==> src/rtl/alu_arbiter_if.sv <==
// Requester-side bus of the shared-ALU arbiter: flattened requests in, grant and ALU flags out.
interface alu_arbiter_if #(
   parameter int NUM_REQ = 3
);
   logic [NUM_REQ-1:0]    req_valid;
   logic [NUM_REQ*33-1:0] req_a;
   logic [NUM_REQ*33-1:0] req_b;
   logic [NUM_REQ*5-1:0]  req_op;
   logic [NUM_REQ-1:0]    grant;
   logic [31:0]           result;
   logic                  lt;
   logic                  ltu;
   logic                  eq;

   modport master (
      output req_valid, req_a, req_b, req_op,
      input  grant, result, lt, ltu, eq
   );

   modport slave (
      input  req_valid, req_a, req_b, req_op,
      output grant, result, lt, ltu, eq
   );
endinterface

==> src/rtl/alu_arbiter.sv <==
// Round-robin arbiter sharing one ALU among NUM_REQ requesters, with hold timeout and flush.
//
//   state | meaning
//   IDLE  | no owner, grant == 0, ALU driven with IDLE_OP
//   OWNED | one requester owns the ALU, grant one-hot, hold_cnt counts held cycles
module alu_arbiter #(
   parameter int NUM_REQ = 3,
   parameter int TIMEOUT = 16,
   parameter int IDLE_OP = 8,
   localparam int IW = $clog2(NUM_REQ),
   localparam int HW = $clog2(TIMEOUT) + 1
) (
   input  logic              clk,
   input  logic              reset,
   input  logic              flush,
   alu_arbiter_if.slave      bus,
   output logic [32:0]       alu_in_a,
   output logic [32:0]       alu_in_b,
   output logic [4:0]        alu_op,
   input  logic [31:0]       alu_result,
   input  logic              alu_lt,
   input  logic              alu_ltu,
   input  logic              alu_eq,
   output logic              busy,
   output logic [IW-1:0]     owner_idx,
   output logic              timeout_err
);

   typedef enum logic {IDLE, OWNED} state_t;

   localparam logic [HW-1:0] HOLD_MAX = HW'(TIMEOUT - 1);
   localparam logic [IW-1:0] LAST_IDX = IW'(NUM_REQ - 1);

   state_t               state, state_n;
   logic [NUM_REQ-1:0]   grant, grant_n;
   logic [IW-1:0]        owner, owner_n, owner_inc;
   logic [IW-1:0]        rr_ptr, rr_n;
   logic [HW-1:0]        hold_cnt, hold_n;
   logic                 terr_n;
   logic [IW-1:0]        scan_start, scan_idx, sel;
   logic                 found, excl_owner, owner_valid;

   always_ff @(posedge clk) begin
      if (!reset) begin
         state       <= IDLE;
         grant       <= '0;
         owner       <= '0;
         rr_ptr      <= '0;
         hold_cnt    <= '0;
         timeout_err <= 1'b0;
      end else begin
         state       <= state_n;
         grant       <= grant_n;
         owner       <= owner_n;
         rr_ptr      <= rr_n;
         hold_cnt    <= hold_n;
         timeout_err <= terr_n;
      end
   end

   assign owner_inc   = (owner == LAST_IDX) ? '0 : owner + 1'b1;
   assign owner_valid = bus.req_valid[owner];

   // On release/timeout the scan starts just past the owner, which is the new rr_ptr.
   always_comb begin
      excl_owner = (state == OWNED);
      scan_start = excl_owner ? owner_inc : rr_ptr;
      found      = 1'b0;
      sel        = '0;
      scan_idx   = '0;
      for (int k = 0; k < NUM_REQ; k++) begin
         scan_idx = IW'((int'(scan_start) + k) % NUM_REQ);
         if (!found && bus.req_valid[scan_idx] && !(excl_owner && scan_idx == owner)) begin
            found = 1'b1;
            sel   = scan_idx;
         end
      end
   end

   always_comb begin
      state_n = state;
      grant_n = grant;
      owner_n = owner;
      rr_n    = rr_ptr;
      hold_n  = hold_cnt;
      terr_n  = 1'b0;
      if (flush) begin
         state_n = IDLE;
         grant_n = '0;
         owner_n = '0;
         hold_n  = '0;
      end else begin
         case (state)
            IDLE: begin
               if (found) begin
                  state_n      = OWNED;
                  grant_n      = '0;
                  grant_n[sel] = 1'b1;
                  owner_n      = sel;
                  hold_n       = '0;
               end
            end
            OWNED: begin
               if (owner_valid && hold_cnt != HOLD_MAX) begin
                  hold_n = hold_cnt + 1'b1;
               end else begin
                  terr_n = owner_valid;
                  rr_n   = owner_inc;
                  hold_n = '0;
                  if (found) begin
                     grant_n      = '0;
                     grant_n[sel] = 1'b1;
                     owner_n      = sel;
                  end else begin
                     state_n = IDLE;
                     grant_n = '0;
                     owner_n = '0;
                  end
               end
            end
            default: begin
               state_n = IDLE;
               grant_n = '0;
               owner_n = '0;
               hold_n  = '0;
            end
         endcase
      end
   end

   // Operands pass only while the owner is still asserting its request.
   always_comb begin
      alu_in_a = '0;
      alu_in_b = '0;
      alu_op   = 5'(IDLE_OP);
      if (state == OWNED && grant[owner] && owner_valid) begin
         alu_in_a = bus.req_a[33*owner +: 33];
         alu_in_b = bus.req_b[33*owner +: 33];
         alu_op   = bus.req_op[5*owner +: 5];
      end
   end

   assign bus.grant  = grant;
   assign bus.result = alu_result;
   assign bus.lt     = alu_lt;
   assign bus.ltu    = alu_ltu;
   assign bus.eq     = alu_eq;
   assign busy       = |grant;
   assign owner_idx  = owner;

endmodule

==> src/flat_wrapper.sv <==
// flat-port wrapper written by rule: the top's interface ports become plain ports
module alu_arbiter_flat 
#(
   parameter int NUM_REQ = 3,
   parameter int TIMEOUT = 16,
   parameter int IDLE_OP = 8,
   localparam int IW = $clog2(NUM_REQ),
   localparam int HW = $clog2(TIMEOUT) + 1
)
  (clk, reset, flush, alu_in_a, alu_in_b, alu_op, alu_result, alu_lt, alu_ltu, alu_eq, busy, owner_idx, timeout_err, bus_req_valid, bus_req_a, bus_req_b, bus_req_op, bus_grant, bus_result, bus_lt, bus_ltu, bus_eq);
  alu_arbiter_if #(.NUM_REQ(NUM_REQ)) bus_i ();
  input  logic clk;
  input  logic reset;
  input  logic flush;
  output logic [32:0] alu_in_a;
  output logic [32:0] alu_in_b;
  output logic [4:0] alu_op;
  input  logic [31:0] alu_result;
  input  logic alu_lt;
  input  logic alu_ltu;
  input  logic alu_eq;
  output logic busy;
  output logic [IW-1:0] owner_idx;
  output logic timeout_err;
  input wire logic [$bits(bus_i.req_valid)-1:0] bus_req_valid;
  input wire logic [$bits(bus_i.req_a)-1:0] bus_req_a;
  input wire logic [$bits(bus_i.req_b)-1:0] bus_req_b;
  input wire logic [$bits(bus_i.req_op)-1:0] bus_req_op;
  output wire logic [$bits(bus_i.grant)-1:0] bus_grant;
  output wire logic [$bits(bus_i.result)-1:0] bus_result;
  output wire logic [$bits(bus_i.lt)-1:0] bus_lt;
  output wire logic [$bits(bus_i.ltu)-1:0] bus_ltu;
  output wire logic [$bits(bus_i.eq)-1:0] bus_eq;
  assign bus_i.req_valid = bus_req_valid;
  assign bus_i.req_a = bus_req_a;
  assign bus_i.req_b = bus_req_b;
  assign bus_i.req_op = bus_req_op;
  assign bus_grant = bus_i.grant;
  assign bus_result = bus_i.result;
  assign bus_lt = bus_i.lt;
  assign bus_ltu = bus_i.ltu;
  assign bus_eq = bus_i.eq;
  alu_arbiter #(.NUM_REQ(NUM_REQ), .TIMEOUT(TIMEOUT), .IDLE_OP(IDLE_OP)) u_core (.clk(clk), .reset(reset), .flush(flush), .bus(bus_i), .alu_in_a(alu_in_a), .alu_in_b(alu_in_b), .alu_op(alu_op), .alu_result(alu_result), .alu_lt(alu_lt), .alu_ltu(alu_ltu), .alu_eq(alu_eq), .busy(busy), .owner_idx(owner_idx), .timeout_err(timeout_err));
endmodule
==> config.mk <==
export PLATFORM = sky130hd
export DESIGN_NAME = alu_arbiter_flat
export DESIGN_NICKNAME = d
export VERILOG_FILES = /design/src/rtl/alu_arbiter_if.sv /design/src/rtl/alu_arbiter.sv /design/src/flat_wrapper.sv
export SDC_FILE = /design/constraint.sdc
export NUM_CORES = 1
export LEC_CHECK = 0
export CAP_MARGIN = 15
export CORE_AREA = 2 2 142 144
export CTS_BUF_LIST = sky130_fd_sc_hd__clkbuf_2 sky130_fd_sc_hd__clkbuf_4 sky130_fd_sc_hd__clkbuf_8
export CTS_CLUSTER_DIAMETER = 50
export CTS_CLUSTER_SIZE = 30
export DETAILED_ROUTE_END_ITERATION = 16
export DIE_AREA = 0 0 144 146
export PLACE_DENSITY = 0.56
export SLEW_MARGIN = 20
export SYNTH_ARGS = -nofsm -noshare
export SYNTH_HDL_FRONTEND = slang
export SYNTH_SLANG_ARGS = --single-unit
==> constraint.sdc <==
create_clock -name clk -period 2.05 [get_ports clk]
set_input_delay 0.41 -clock clk [delete_from_list [all_inputs] [get_ports clk]]
set_output_delay 0.41 -clock clk [all_outputs]
set_load 0.02 [all_outputs]
==> results_dict.tcl <==
set metrics [dict create \
    cts_made_buffers 3 \
    drive_above_1_share_pct 26.7 \
    dr.first_iter.drc_count 143 \
    syn_inst 464 \
    leakage_uw 0.00268 \
    portBuffers 296 \
    route.vias.total 4293 \
    die_h_um 146 \
    drt-met1-wl_um 6450 \
    remaining_drc_errors 0 \
    cp_num_buf_inv 3 \
    max_freq_ghz 0.447 \
    cp_top_family "buffers and inverters" \
    worstPathMaxFanout 6 \
    start_kind "flip-flop" \
    grt_max_degree 40 \
    critical_path_class "reg2out" \
    clkTransAtPathRegs_ns 0.07 \
    dieArea_um2 21000 \
    clock_path_buffers 2 \
    initial_core_util_pct 15.3 \
    ant_nets 0 \
    met2WireLength_um 8350 \
    r2r_slack_ns -0.02 \
    rsz0062_at_grt "true" \
    vias_per_cell 4.20 \
    setup_viol 72 \
    fin_ws_ns -0.185 \
    finalMaxSlewViolations 0 \
    clkLatencyLatePin_ns 0.25 \
    synthArstFlopShare_pct 0 \
    synth_common_cells "nor2_1 (147), mux2i_1 (76), a21oi_1 (75)" \
    period_minus_slack_ns 2.24 \
    slowest_delay_ns 0.38 \
    yosysMostFrequentCell "nor2_1" \
    cts_root_buf "clkbuf_8" \
    yosysTopAreaCell "mux2i_1" \
    netlist_area_um2 2970 \
    worstMarginPinSlew_ns 0.354 \
    end_kind "output port" \
    nets 1014 \
    rows 51 \
    drt-total-wl_um 16800 \
    area_growth_pct 132 \
    cp.required_ns 1.64 \
    layout.cells.non_filler 1022 \
    ys_dominant_reg_cell "dfxtp_1" \
    antenna_found_initial 0 \
    synth_edf_count 0 \
    slew_headroom_pct 76.1 \
    setup_tns_ns -9.63 \
    max-cap-violations 0 \
    grt_pass1_vias 4384 \
    diodes 0 \
    ys_types 50 \
    hold_violations 0 \
    cellPowerDensity_nw_per_um2 233 \
    peakVddDrop_uv 191 \
    cp.arrival_ns 1.83 \
    grt_pass1_wl_um 24200 \
    grt_overflow 0 \
    yosysSeqAreaShare_pct 9.44 \
    clock-sinks 14 \
    finalClockSkew_ns 0.00434 \
    hold_class "reg2reg" \
    hpwlAfterDp_um 13000 \
    first_pass_iters 4 \
    synth.avg_cell_area_um2 6.40 \
    wire_per_inst_um 16.5 \
    violations "setup timing" \
    gp_congestion 0.826 \
    synth_warnings 0 \
    place_inst 996 \
    period_share_pct 109 \
    cts_tree "built" \
    dieWidth_um 144 \
    outcome "finished, violations left" \
    synth_top_cell_area_share_pct 25.6 \
    coreArea_um2 19300 \
    synthTopCellsByArea "mux2i_1 (26%), nor2_1 (19%), a21oi_1 (13%)" \
    crit_slowest_cell "dfxtp_4" \
    top_layer "met4" \
    syn_nets 720 \
    ios 367 \
    dr_wl_met3_um 1670 \
    htree_levels 1 \
    ys_ff_latch 14 \
    gr-usage-all-layers_pct 14.8 \
    crit_chain "mux2i_2 -> o21a_2 -> nor2_4 -> nand2_4 -> buf_6 -> buf_16 -> nor2_4 -> buf_6" \
]
[cell usage in the layout, fill, tap and decap left out, types with 3 or more instances in the layout]
cell type        instances
nor2_1                 118
a21oi_2                  4
buf_12                  11
nor2b_1                  3
nand2_1                  8
buf_6                   26
nor3_1                   5
clkbuf_8                 4
clkdlybuf4s50_1        220
buf_16                   3
dlygate4sd2_1            3
buf_4                   94
nand3_1                  3
dfxtp_1                 10
nor2_4                  15
nor2_2                  14
o211ai_1                 3
nor3b_1                  4
mux2i_1                 74
a21oi_1                 72
[state kept, by name, summed over array words and instances, names as in the netlist]
| register | flops |
|---|---|
| u_core.bus.grant | 3 |
| u_core.hold_cnt | 5 |
| u_core.excl_owner | 1 |
| u_core.rr_ptr | 2 |
| u_core.owner_idx | 2 |
| u_core.timeout_err | 1 |
[area by class of cell]
type                       instances  area, um^2
clock buffer                       4        55.1
fill                            2069       12500
inverter                           2        7.51
multi-input combinational        374        2530
sequential                        14         290
tap                              265         332
timing repair buffer             363        3660
[worst reg2reg max path: cells and delay by family, from the launching register on]
family / cells / cell delay (ns)
DFF: 1 / 0.38
buffers and inverters: 4 / 0.59
and+or+nand+nor: 2 / 0.44
AOI/OAI and AO/OA: 3 / 0.60
[path summary, 6_finish.rpt]
check                                    startpoint                  to  depth (start not counted)
worst min register to register   u_core.hold_cnt[4]  u_core.hold_cnt[4]                          2
worst max-delay path            u_core.owner_idx[1]        alu_in_a[29]                          8
worst min-delay path             u_core.hold_cnt[4]  u_core.hold_cnt[4]                          2
worst max register to register  u_core.owner_idx[1]  u_core.hold_cnt[2]                          9
[through the flow]
| stage | cell area (um^2) | utilization (%) | worst slack, ns | total power [uW] | hold slack (ns) |
|---|---|---|---|---|---|
| 6_report | 6870 | 35.6 | -0.185 | 1600 | 0.479 |
| 5_1_grt | 6870 | 35.6 | -0.265 | 1710 | 0.505 |
| 4_1_cts | 6600 | 34.1 | -0.199 | 1580 | 0.471 |
| 3_5_place_dp | 6280 | 32.5 | -0.850 | 1230 | 0.458 |
| 3_3_place_gp | 6280 | 32.5 | -0.861 | 1230 | 0.448 |
| 2_1_floorplan | 2970 | - | -0.124 | 737 | 0.423 |
[layer usage]
metal / GRT usage (%) / vias up
li1: - / 2152
met1: 17.2 / 1900
met5: 0 / -
met4: 3.58 / 0
met3: 4.54 / 28
met2: 26.2 / 213
[repair_timing]
action | in CTS | in global routing
setup buffers | 9 | 7
resized for setup | 411 | 47
hold buffers | 0 | 0
pin swaps | 4 | 15
setup endpoints to repair | 82 | 83
gates cloned | 5 | 1
[logic make-up after synthesis]
family                   after synthesis  synth area share, %
AO/OA/AOI/OAI                        105                 21.1
XOR/XNOR                               2                0.590
adder cells (fa/ha/maj)                2                0.843
buffers and inverters                 76                 15.0
flip-flops                            14                 9.44
multiplexers                          77                 26.0
AND/OR/NAND/NOR                      188                 27.0
[power by group]
group	internal (uW)	total, uW	leakage, uW	switching (uW)
clock	171	283	0.0000288	112
combinational	644	1030	0.00253	386
sequential	278	287	0.000116	9.45
total	1090	1600	0.00268	508
No activity file was read; power rests on OpenSTA's default activity.
